`src/rtl/serial_link_pkg.sv`:
```
// serial_link_pkg: shared constants and state encoding for the serial link supervisor.
package serial_link_pkg;
    localparam int ERR_W = 16;
    localparam int DEF_TIMEOUT_CYC = 100000;
    localparam int DEF_SYNC_FRAMES = 4;
    localparam int DEF_MAX_ERR = 8;
    localparam int DEF_RST_CYCLES = 16;
    typedef enum logic [1:0] {
        ST_RESET_RX  = 2'd0,
        ST_WAIT_SYNC = 2'd1,
        ST_LINKED    = 2'd2,
        ST_LOST      = 2'd3
    } link_state_t;
endpackage

```
`src/rtl/serial_rx_event_det.sv`:
```
// serial_rx_event_det: resynchronises receiver status and turns it into good/error frame events.
module serial_rx_event_det
    import serial_link_pkg::*;
(
    input  logic             clk,
    input  logic             reset,
    input  logic             track,
    input  logic             receive_done,
    input  logic [ERR_W-1:0] errors_count,
    output logic             good_ev,
    output logic             err_ev
);
    logic [2:0]       done_q;
    logic [ERR_W-1:0] err_q1, err_q2, err_prev;
    logic             stable;
    // Both stages agreeing hides partial updates of the multi-bit counter.
    assign stable = err_q1 == err_q2;
    always_ff @(posedge clk) begin
        if (reset) begin
            done_q   <= '0;
            err_q1   <= errors_count;
            err_q2   <= errors_count;
            err_prev <= errors_count;
            good_ev  <= 1'b0;
            err_ev   <= 1'b0;
        end else begin
            done_q  <= {done_q[1:0], receive_done};
            err_q1  <= errors_count;
            err_q2  <= err_q1;
            good_ev <= !track && done_q[1] && !done_q[2];
            err_ev  <= !track && stable && (err_q2 != err_prev);
            if (stable) err_prev <= err_q2;
        end
    end
endmodule

```
`src/rtl/serial_link_supervisor.sv`:
```
// serial_link_supervisor: classifies receiver frames, runs the link watchdog and sequences
// receiver resets, publishing link status and statistics.
module serial_link_supervisor
    import serial_link_pkg::*;
#(
    parameter int TIMEOUT_CYC = DEF_TIMEOUT_CYC,
    parameter int SYNC_FRAMES = DEF_SYNC_FRAMES,
    parameter int MAX_ERR     = DEF_MAX_ERR,
    parameter int RST_CYCLES  = DEF_RST_CYCLES
) (
    input  logic             clk,
    input  logic             reset,
    input  logic             receive_done,
    input  logic [ERR_W-1:0] errors_count,
    output logic             rx_reset,
    output logic             link_ok,
    output logic [1:0]       link_state,
    output logic             frame_strobe,
    output logic [15:0]      good_frames,
    output logic [7:0]       lost_count
);
    localparam int WD_W = $clog2(4 * TIMEOUT_CYC);
    localparam int RC_W = $clog2(RST_CYCLES);
    localparam logic [WD_W-1:0] WD_LINK  = WD_W'(TIMEOUT_CYC - 1);
    localparam logic [WD_W-1:0] WD_SYNC  = WD_W'(4 * TIMEOUT_CYC - 1);
    localparam logic [RC_W-1:0] RC_END   = RC_W'(RST_CYCLES - 1);
    localparam logic [7:0]      SYNC_END = 8'(SYNC_FRAMES);
    localparam logic [7:0]      ERR_END  = 8'(MAX_ERR);

    link_state_t     state, state_nxt;
    logic [RC_W-1:0] rst_cnt;
    logic [7:0]      sync_cnt, err_cnt, sync_nxt, err_nxt;
    logic [WD_W-1:0] wd_cnt, wd_inc;
    logic            good_ev, err_ev, good;

    serial_rx_event_det u_det (
        .clk          (clk),
        .reset        (reset),
        .track        (rx_reset),
        .receive_done (receive_done),
        .errors_count (errors_count),
        .good_ev      (good_ev),
        .err_ev       (err_ev)
    );

    // An error in the same cycle as a frame edge wins; the frame is discarded.
    assign good     = good_ev && !err_ev;
    assign wd_inc   = wd_cnt + WD_W'(1);
    assign sync_nxt = err_ev ? 8'd0 : sync_cnt + 8'(good);
    assign err_nxt  = err_cnt + 8'(err_ev);

    assign rx_reset     = state == ST_RESET_RX;
    assign link_ok      = state == ST_LINKED;
    assign link_state   = state;
    assign frame_strobe = link_ok && good;

    always_comb begin
        state_nxt = state;
        case (state)
            ST_RESET_RX:  state_nxt = (rst_cnt == RC_END) ? ST_WAIT_SYNC : ST_RESET_RX;
            ST_WAIT_SYNC: state_nxt = (sync_nxt == SYNC_END) ? ST_LINKED :
                                      (wd_inc == WD_SYNC) ? ST_RESET_RX : ST_WAIT_SYNC;
            ST_LINKED:    state_nxt = (err_nxt == ERR_END || (!good && wd_inc == WD_LINK)) ?
                                      ST_LOST : ST_LINKED;
            default:      state_nxt = ST_RESET_RX;
        endcase
    end

    always_ff @(posedge clk) begin
        if (reset) begin
            state       <= ST_RESET_RX;
            rst_cnt     <= '0;
            sync_cnt    <= '0;
            err_cnt     <= '0;
            wd_cnt      <= '0;
            good_frames <= '0;
            lost_count  <= '0;
        end else begin
            state       <= state_nxt;
            rst_cnt     <= (rx_reset && state_nxt == ST_RESET_RX) ? rst_cnt + RC_W'(1) : '0;
            sync_cnt    <= (state == ST_WAIT_SYNC && state_nxt == ST_WAIT_SYNC) ? sync_nxt : '0;
            err_cnt     <= (link_ok && state_nxt == ST_LINKED && !good) ? err_nxt : '0;
            wd_cnt      <= (rx_reset || state_nxt != state || frame_strobe) ? '0 : wd_inc;
            good_frames <= good_frames + 16'(frame_strobe);
            lost_count  <= (state == ST_LOST && lost_count != 8'hFF) ? lost_count + 8'd1 : lost_count;
        end
    end
endmodule

```
`config.mk`:
```
export PLATFORM = sky130hd
export DESIGN_NAME = serial_link_supervisor
export DESIGN_NICKNAME = d
export VERILOG_FILES = /design/src/rtl/serial_link_pkg.sv /design/src/rtl/serial_rx_event_det.sv /design/src/rtl/serial_link_supervisor.sv
export SDC_FILE = /design/constraint.sdc
export NUM_CORES = 1
export LEC_CHECK = 0
export BUFFER_PORTS_ARGS = -buffer_cell sky130_fd_sc_hd__clkbuf_2
export CORE_MARGIN = 2
export CORE_UTILIZATION = 50
export CTS_CLUSTER_DIAMETER = 80
export CTS_CLUSTER_SIZE = 24
export DETAILED_ROUTE_END_ITERATION = 6
export PLACE_DENSITY = 0.69
export SYNTH_ARGS = -nofsm -noshare
export SYNTH_HDL_FRONTEND = slang
export SYNTH_HIERARCHICAL = 1
export SYNTH_SLANG_ARGS = --single-unit
```
`constraint.sdc`:
```
create_clock -name clk -period 6.33 [get_ports clk]
set_clock_uncertainty 0.2 [all_clocks]
set_input_delay 0.633 -clock clk [delete_from_list [all_inputs] [get_ports clk]]
set_output_delay 0.633 -clock clk [all_outputs]
set_load 0.02 [all_outputs]
```
After elaboration in Yosys (flattened, before gate mapping). Index checks and enable logic that the tools add are counted.

Register bits: 118. Bits of input ports: 19. Output and inout bits: 29.

$add $sub $neg: 6. Equal/unequal tests: 14. Muxes and demuxes: 9. Bitwise logic cells: 3. Reduce and logical (&&, ||, !) cells: 26.

Operators with widths (count): $mux W16 (3); $add A19 B1 Y19 const B (1); $eq A19 B17 Y1 const B (1); $eq A19 B19 Y1 const B (1); $add A16 B1 Y16 (1); $add A8 B1 Y8 (2); $eq A16 B16 Y1 (1); $ne A16 B16 Y1 (1); $logic_and A1 B1 Y1 (12); $add A8 B1 Y8 const B (1); $eq A8 B3 Y1 const B (1); $eq A8 B4 Y1 const B (1); $mux W8 (1); $ne A8 B8 Y1 const B (1); $reduce_or A2 Y1 (4); $eq A2 B2 Y1 const B (3); $pmux W2 S3 (1); $add A4 B1 Y4 const B (1); $eq A2 B1 Y1 const B (2); $eq A4 B4 Y1 const B (1); $logic_not A1 Y1 (4); $logic_not A2 Y1 (2); $logic_or A1 B1 Y1 (3); $mux W1 (3); 4 further kinds (6).

Logic depth before layout (Yosys ltp).
Depth after elaboration: 12. Depth in mapped cells: 12. Gate-level depth less buffers: 9.

Hierarchy. The synthesis kept the hierarchy.

By module, submodules not included: serial_link_supervisor (times used 1, cells each 349, area each 3071.7 um^2); serial_rx_event_det (times used 1, cells each 187, area each 1991.9 um^2).

Worst setup path after synthesis. Ideal clock, no wire load.

Path type: flip-flop to flip-flop. From: register u_det.err_ev. To: register sync_cnt[3]. Setup time: 78 ps. Data arrival time: 2538 ps. Setup slack: 3514 ps. Cell stages (with the launch flop): 13. Path buffers: 3. Cells stage by stage: dfxtp_1 > clkbuf_1 > nor2b_1 > ha_1 > ha_1 > and3_1 > o211ai_1 > o41ai_1 > and4_1 > or4_1 > buf_2 > buf_6 > nor3_1.

Word-level cells in the longest chain between the ends: 11. Elaborated cells between the ends (all ways): 17.

RTL lines: start: declaration (line serial_rx_event_det.sv:11) `output logic err_ev`; start signal: assignment (line serial_rx_event_det.sv:31) `err_ev <= !track && stable && (err_q2 != err_prev);`; $logic_not A1 Y1 (line serial_link_supervisor.sv:47) `assign good = good_ev && !err_ev;`; $logic_and A1 B1 Y1 (line serial_link_supervisor.sv:47); $add A8 B1 Y8 / $logic_not A1 Y1 (equally long branches) (line serial_link_supervisor.sv:49, serial_link_supervisor.sv:63); $mux W8 / $logic_and A1 B1 Y1 (equally long branches) (line serial_link_supervisor.sv:49, serial_link_supervisor.sv:63); $eq A8 B3 Y1 / $logic_or A1 B1 Y1 (equally long branches) (line serial_link_supervisor.sv:61, serial_link_supervisor.sv:63); $mux W2 / $mux W1 (equally long branches) (line serial_link_supervisor.sv:61, serial_link_supervisor.sv:63); $pmux W2 S3 (line serial_link_supervisor.sv:59) `case (state)`; $eq A2 B1 Y1 (line serial_link_supervisor.sv:81) `sync_cnt <= (state == ST_WAIT_SYNC && state_nxt == ST_WAIT_SYNC) ? sync_nxt : '0;`; $logic_and A1 B1 Y1 (line serial_link_supervisor.sv:81); $not A1 Y1 (no line); $reduce_or A2 Y1 (no line); end signal: assignment (line serial_link_supervisor.sv:81); end: declaration (line serial_link_supervisor.sv:32) `logic [7:0] sync_cnt, err_cnt, sync_nxt, err_nxt;`.

Several ways; a longest one is shown, not always the timed one. A chain may end at the register's enable or synchronous reset.

Final worst setup path.
From: register wd_cnt[0]. To: register wd_cnt[9].

Word-level cells in the longest chain between the ends: 10. Elaborated cells between the ends (all ways): 13.

RTL lines: start: declaration (line serial_link_supervisor.sv:33) `logic [WD_W-1:0] wd_cnt, wd_inc;`; start signal: assignment (line serial_link_supervisor.sv:83) `wd_cnt <= (rx_reset || state_nxt != state || frame_strobe) ? '0 : wd_inc;`; $add A19 B1 Y19 (*) (line serial_link_supervisor.sv:48) `assign wd_inc = wd_cnt + WD_W'(1);`; $eq A19 B17 Y1 (line serial_link_supervisor.sv:63) `ST_LINKED: state_nxt = (err_nxt == ERR_END || (!good && wd_inc == WD_LINK)) ?`; $logic_and A1 B1 Y1 (line serial_link_supervisor.sv:63); $logic_or A1 B1 Y1 (line serial_link_supervisor.sv:63); $mux W1 (line serial_link_supervisor.sv:63); $pmux W2 S3 (line serial_link_supervisor.sv:59); $ne A2 B2 Y1 (line serial_link_supervisor.sv:83); $logic_or A1 B1 Y1 (2 in series) (line serial_link_supervisor.sv:83); $reduce_or A2 Y1 (no line).

Every way passes the cells marked *; elsewhere a longest branch is shown, timed or not.

==> results.txt <==
The portion of the post-synthesis area used by sequential elements is 0.498. The number of nets in the synthesized netlist is 565. The part of the power in combinational logic came out at 0.036.

The number of top-level pins is 48. Setup total negative slack on the finished layout was measured at 0 ns. The critical path buffer and inverter count is 0. Compared with the post-synthesis result, the final layout area differs by 17.5%. Setup repair after global routing left no endpoint under its margin. The final critical delay including setup and external delays came out at 3.51 ns.

The total power density per cell area is 301 nW/um2. The width of the die is between 100 and 150 um. The number of max-slew violations in the final report is 0. The total power came out at 1.79 mW.

In the routed design, unresolved DRC markers number 0. The CTS clock-pin slew for the worst setup and hold paths is approximately 0.060 ns. The sequential standard cell area is approximately 2500 um2.

The slowest stage of the critical path belongs to the cell or4_1. The worst voltage drop across the vdd grid came out at 0.000177 V. A synthesized cell averages 9.45 um2. The share of post-route cells with drive strength above 1 is 0.141. Walking the worst path, the cells encountered are ha_1 -> nand4_2 -> o21a_1 -> a2111oi_0 -> nand4_1 -> nor4_1 -> or4_1 -> a21boi_0. The count of H-tree levels built during CTS came out at 4. The worst hold slack across all endpoints is between 0.02 and 0.03 ns. The worst-path maximum fanout came out at 26. In this run, synthesis inferred 16 flip-flops with an integrated enable. The number of global-route vias before repair came out at 3650. The total of max-cap violations came out at 0. The starting utilization of the core area came out at 0.516. The compound-gate portion of the synthesized area is 0.0870. The achievable frequency is 0.285 GHz. In this run the remaining antenna-violating nets after routing total 0. The number of port buffers came out at 47. The required time of the critical path is 6.48 ns.

Clock latency on the worst-skew pair, taken at its later pin, is 0.51 ns. The transition time at the pin with the least slew margin is 0.858 ns. For this design the total switching power over the nets is 0.375 mW. The antenna diode instance count is 0. The placeable core region came out at slightly below 10000 um2. Of the post-synthesis cell area, the part taken by muxes is 0.00198.

Entering global routing, the biggest net connects 84 pins. The number of nets in the layout is roughly 610. The combined area of the multi-input logic cells is 2280 um2. The detailed router placed 3801 vias in this run. The clock tree root buffer cell is clkbuf_8. TritonCTS built the clock tree. The category of the worst setup path capture point is a flip-flop. The final period utilization is 0.554. The headroom to the max-slew limit came out at 0.428. The number of CTS-inserted buffers came out at 17. The first global-routing pass estimated 16.8 mm of wire. The run finished with clean final reports. The weighted congestion at the end of routability-driven global placement came out at between 0.8 and 0.9. The detailed router finished its first iteration with 145 violations. The proportion of register bits with asynchronous set or reset after synthesis is 0. The tightest min-delay check is of the input pin to flip-flop type.

Setup violations remaining at the end of the flow were counted as 0. For this run, the leading register cell type out of synthesis is dfxtp_1. The total of cells resized after clock tree synthesis came out at 0.

The total congestion overflow after global routing is 0. The post-layout utilization of the core is 0.606. Broken down by cell family, the worst path's largest delay share belongs to simple AND/OR/NAND/NOR gates. Counting along the longest clock path gives a buffer depth of 2. The total of flip-flops plus latches after synthesis is 118. The number of hold-slack violations in the final timing report came out at 0.

The total die area came out at 10900 um2. The routed length per instance is 13.4 um. Data on the critical path arrives at its endpoint at 3.65 ns. The netlist area before placement came out at between 5000 and 6000 um2. Of the total synthesized cell area, the portion taken by full adders, half adders and majority gates is 0.0247. The average via count per standard cell came out at 5.21. The distinct cell type count of the synthesized netlist is 48. The yosys synthesis warning count is 6. The share of total power consumed by net switching came out at 0.209. The total setup buffers inserted after CTS is 0. The cell internal power dissipation came out at 1.42 mW.

The die extent in y is about 100 um. The worst setup path is of the flip-flop to flip-flop kind. The number of sinks on the clock net is 118. The layout has between 800 and 900 filler cells. The part of the total power dissipated in the clock network came out at 0.516. Of the total synthesized cell area, the portion taken by XOR and XNOR cells is 0.131.

After detailed routing, the total wire length is 9.75 mm. For this run, the total global-route usage over all layers was measured as 0.190. For this run, the slowest stage of the critical path takes between 0.7 and 0.8 ns. The synthesized netlist cell count came out at between 500 and 600. The site row count came out at 36. The share of total power dissipated in sequential elements is 0.448. Summed over all cells, the static leakage comes to 2.32 nW. The count of hold buffers inserted by post-cts repair is 0.

The placed wire-length estimate after detailed placement is 6.54 mm. By area, the combinational part of the netlist is dominated by simple AND/OR/NAND/NOR gates. The first-pass iteration count of the detailed router is 4. The number of antenna violations at the first check in global routing is 0. STA classifies the critical path startpoint as a flip-flop. The simple-gate area share of the yosys netlist came out at 0.205.
-- per-stage QoR --
step	setup WS (ns)	cell area, um2	instances
5_1_grt	2.50	5950	729
4_1_cts	2.86	5950	729
3_5_place_dp	2.90	5370	697
3_3_place_gp	3.05	5370	697
2_1_floorplan	3.51	5060	536
6_report	2.82	5950	729
-- power by group through the flow --
stage	Sequential (mW)	Combinational (mW)	Clock [mW]
global route	0.805	0.0742	0.973
detailed placement	0.818	0.0647	0
global placement	0.817	0.0629	0
floorplan	0.815	0.0475	0
CTS	0.803	0.0658	0.939
finish	0.802	0.0647	0.924
-- cell type report --
type	count	share of cell area
clock buffers	25	0.0814
clock inverters	7	0.0162
inverters	42	0.0265
multi-input cells	356	0.383
flip-flops and latches	118	0.424
well taps	133	0.0280
repair buffers	48	0.0408
-- registers in the layout, indices dropped and copies added (netlist names), 2 cells and up --
register	flops
wd_cnt	19
good_frames	16
u_det/err_prev	16
u_det/err_q1	16
u_det/err_q2	16
err_cnt	8
lost_count	8
sync_cnt	8
rst_cnt	4
u_det/done_q	3
link_state	2
-- kinds of logic (layout without fill, tap and decap cells) --
group,after synthesis,after routing
AOI/OAI and AO/OA,79,79
xor gates and xnor gates,76,76
adders and majority gates,10,10
buffers and inverters,62,122
DFF,118,118
muxes,1,1
and+or+nand+nor,190,190
-- metal layers --
metal  wire (um)  share of wire  track usage  vias to the layer above
met2        4670           0.48        0.311                       69
met3         382          0.039       0.0549                       12
li1            -              -            -                     1933
met4         166          0.017       0.0790                        0
met5           0              0            0                        -
met1        4540           0.47        0.236                     1787
-- cell usage in the layout (no fill, tap or decap), types with 17 or more instances in the layout --
master / instances
nand2_1: 35
nand4_1: 17
inv_1: 42
nand3_1: 23
o21ai_0: 41
xnor2_1: 35
xor2_1: 41
a21oi_1: 23
dfxtp_1: 102
clkbuf_2: 47
nor2_1: 41
-- Yosys cell counts (10+ instances only) --
cell type	n	share of area
dfxtp_1	102	0.40
nor3_1	11	0.011
inv_1	42	0.031
nor2_1	41	0.030
nand4_1	17	0.021
xor2_1	41	0.071
xnor2_1	35	0.061
nand2_1	35	0.026
nor4_1	13	0.016
ha_1	10	0.025
o21ai_0	41	0.041
a21oi_1	23	0.023
edfxtp_1	16	0.095
nand3_1	23	0.023
clkbuf_1	12	0.0089
-- final timing paths --
check / from / to / slack, ns / depth (start not counted)
min: errors_count[2] / u_det/err_q1[2]$_DFF_P_ / 0.03 / 1
min reg2reg: u_det/done_q[2]$_SDFF_PP0_ / u_det/good_ev$_SDFF_PP0_ / 0.21 / 1
max: wd_cnt[0]$_SDFF_PP0_ / wd_cnt[9]$_SDFF_PP0_ / 2.82 / 8
max reg2reg: wd_cnt[0]$_SDFF_PP0_ / wd_cnt[9]$_SDFF_PP0_ / 2.82 / 8
(Power assumes the default switching activity.)
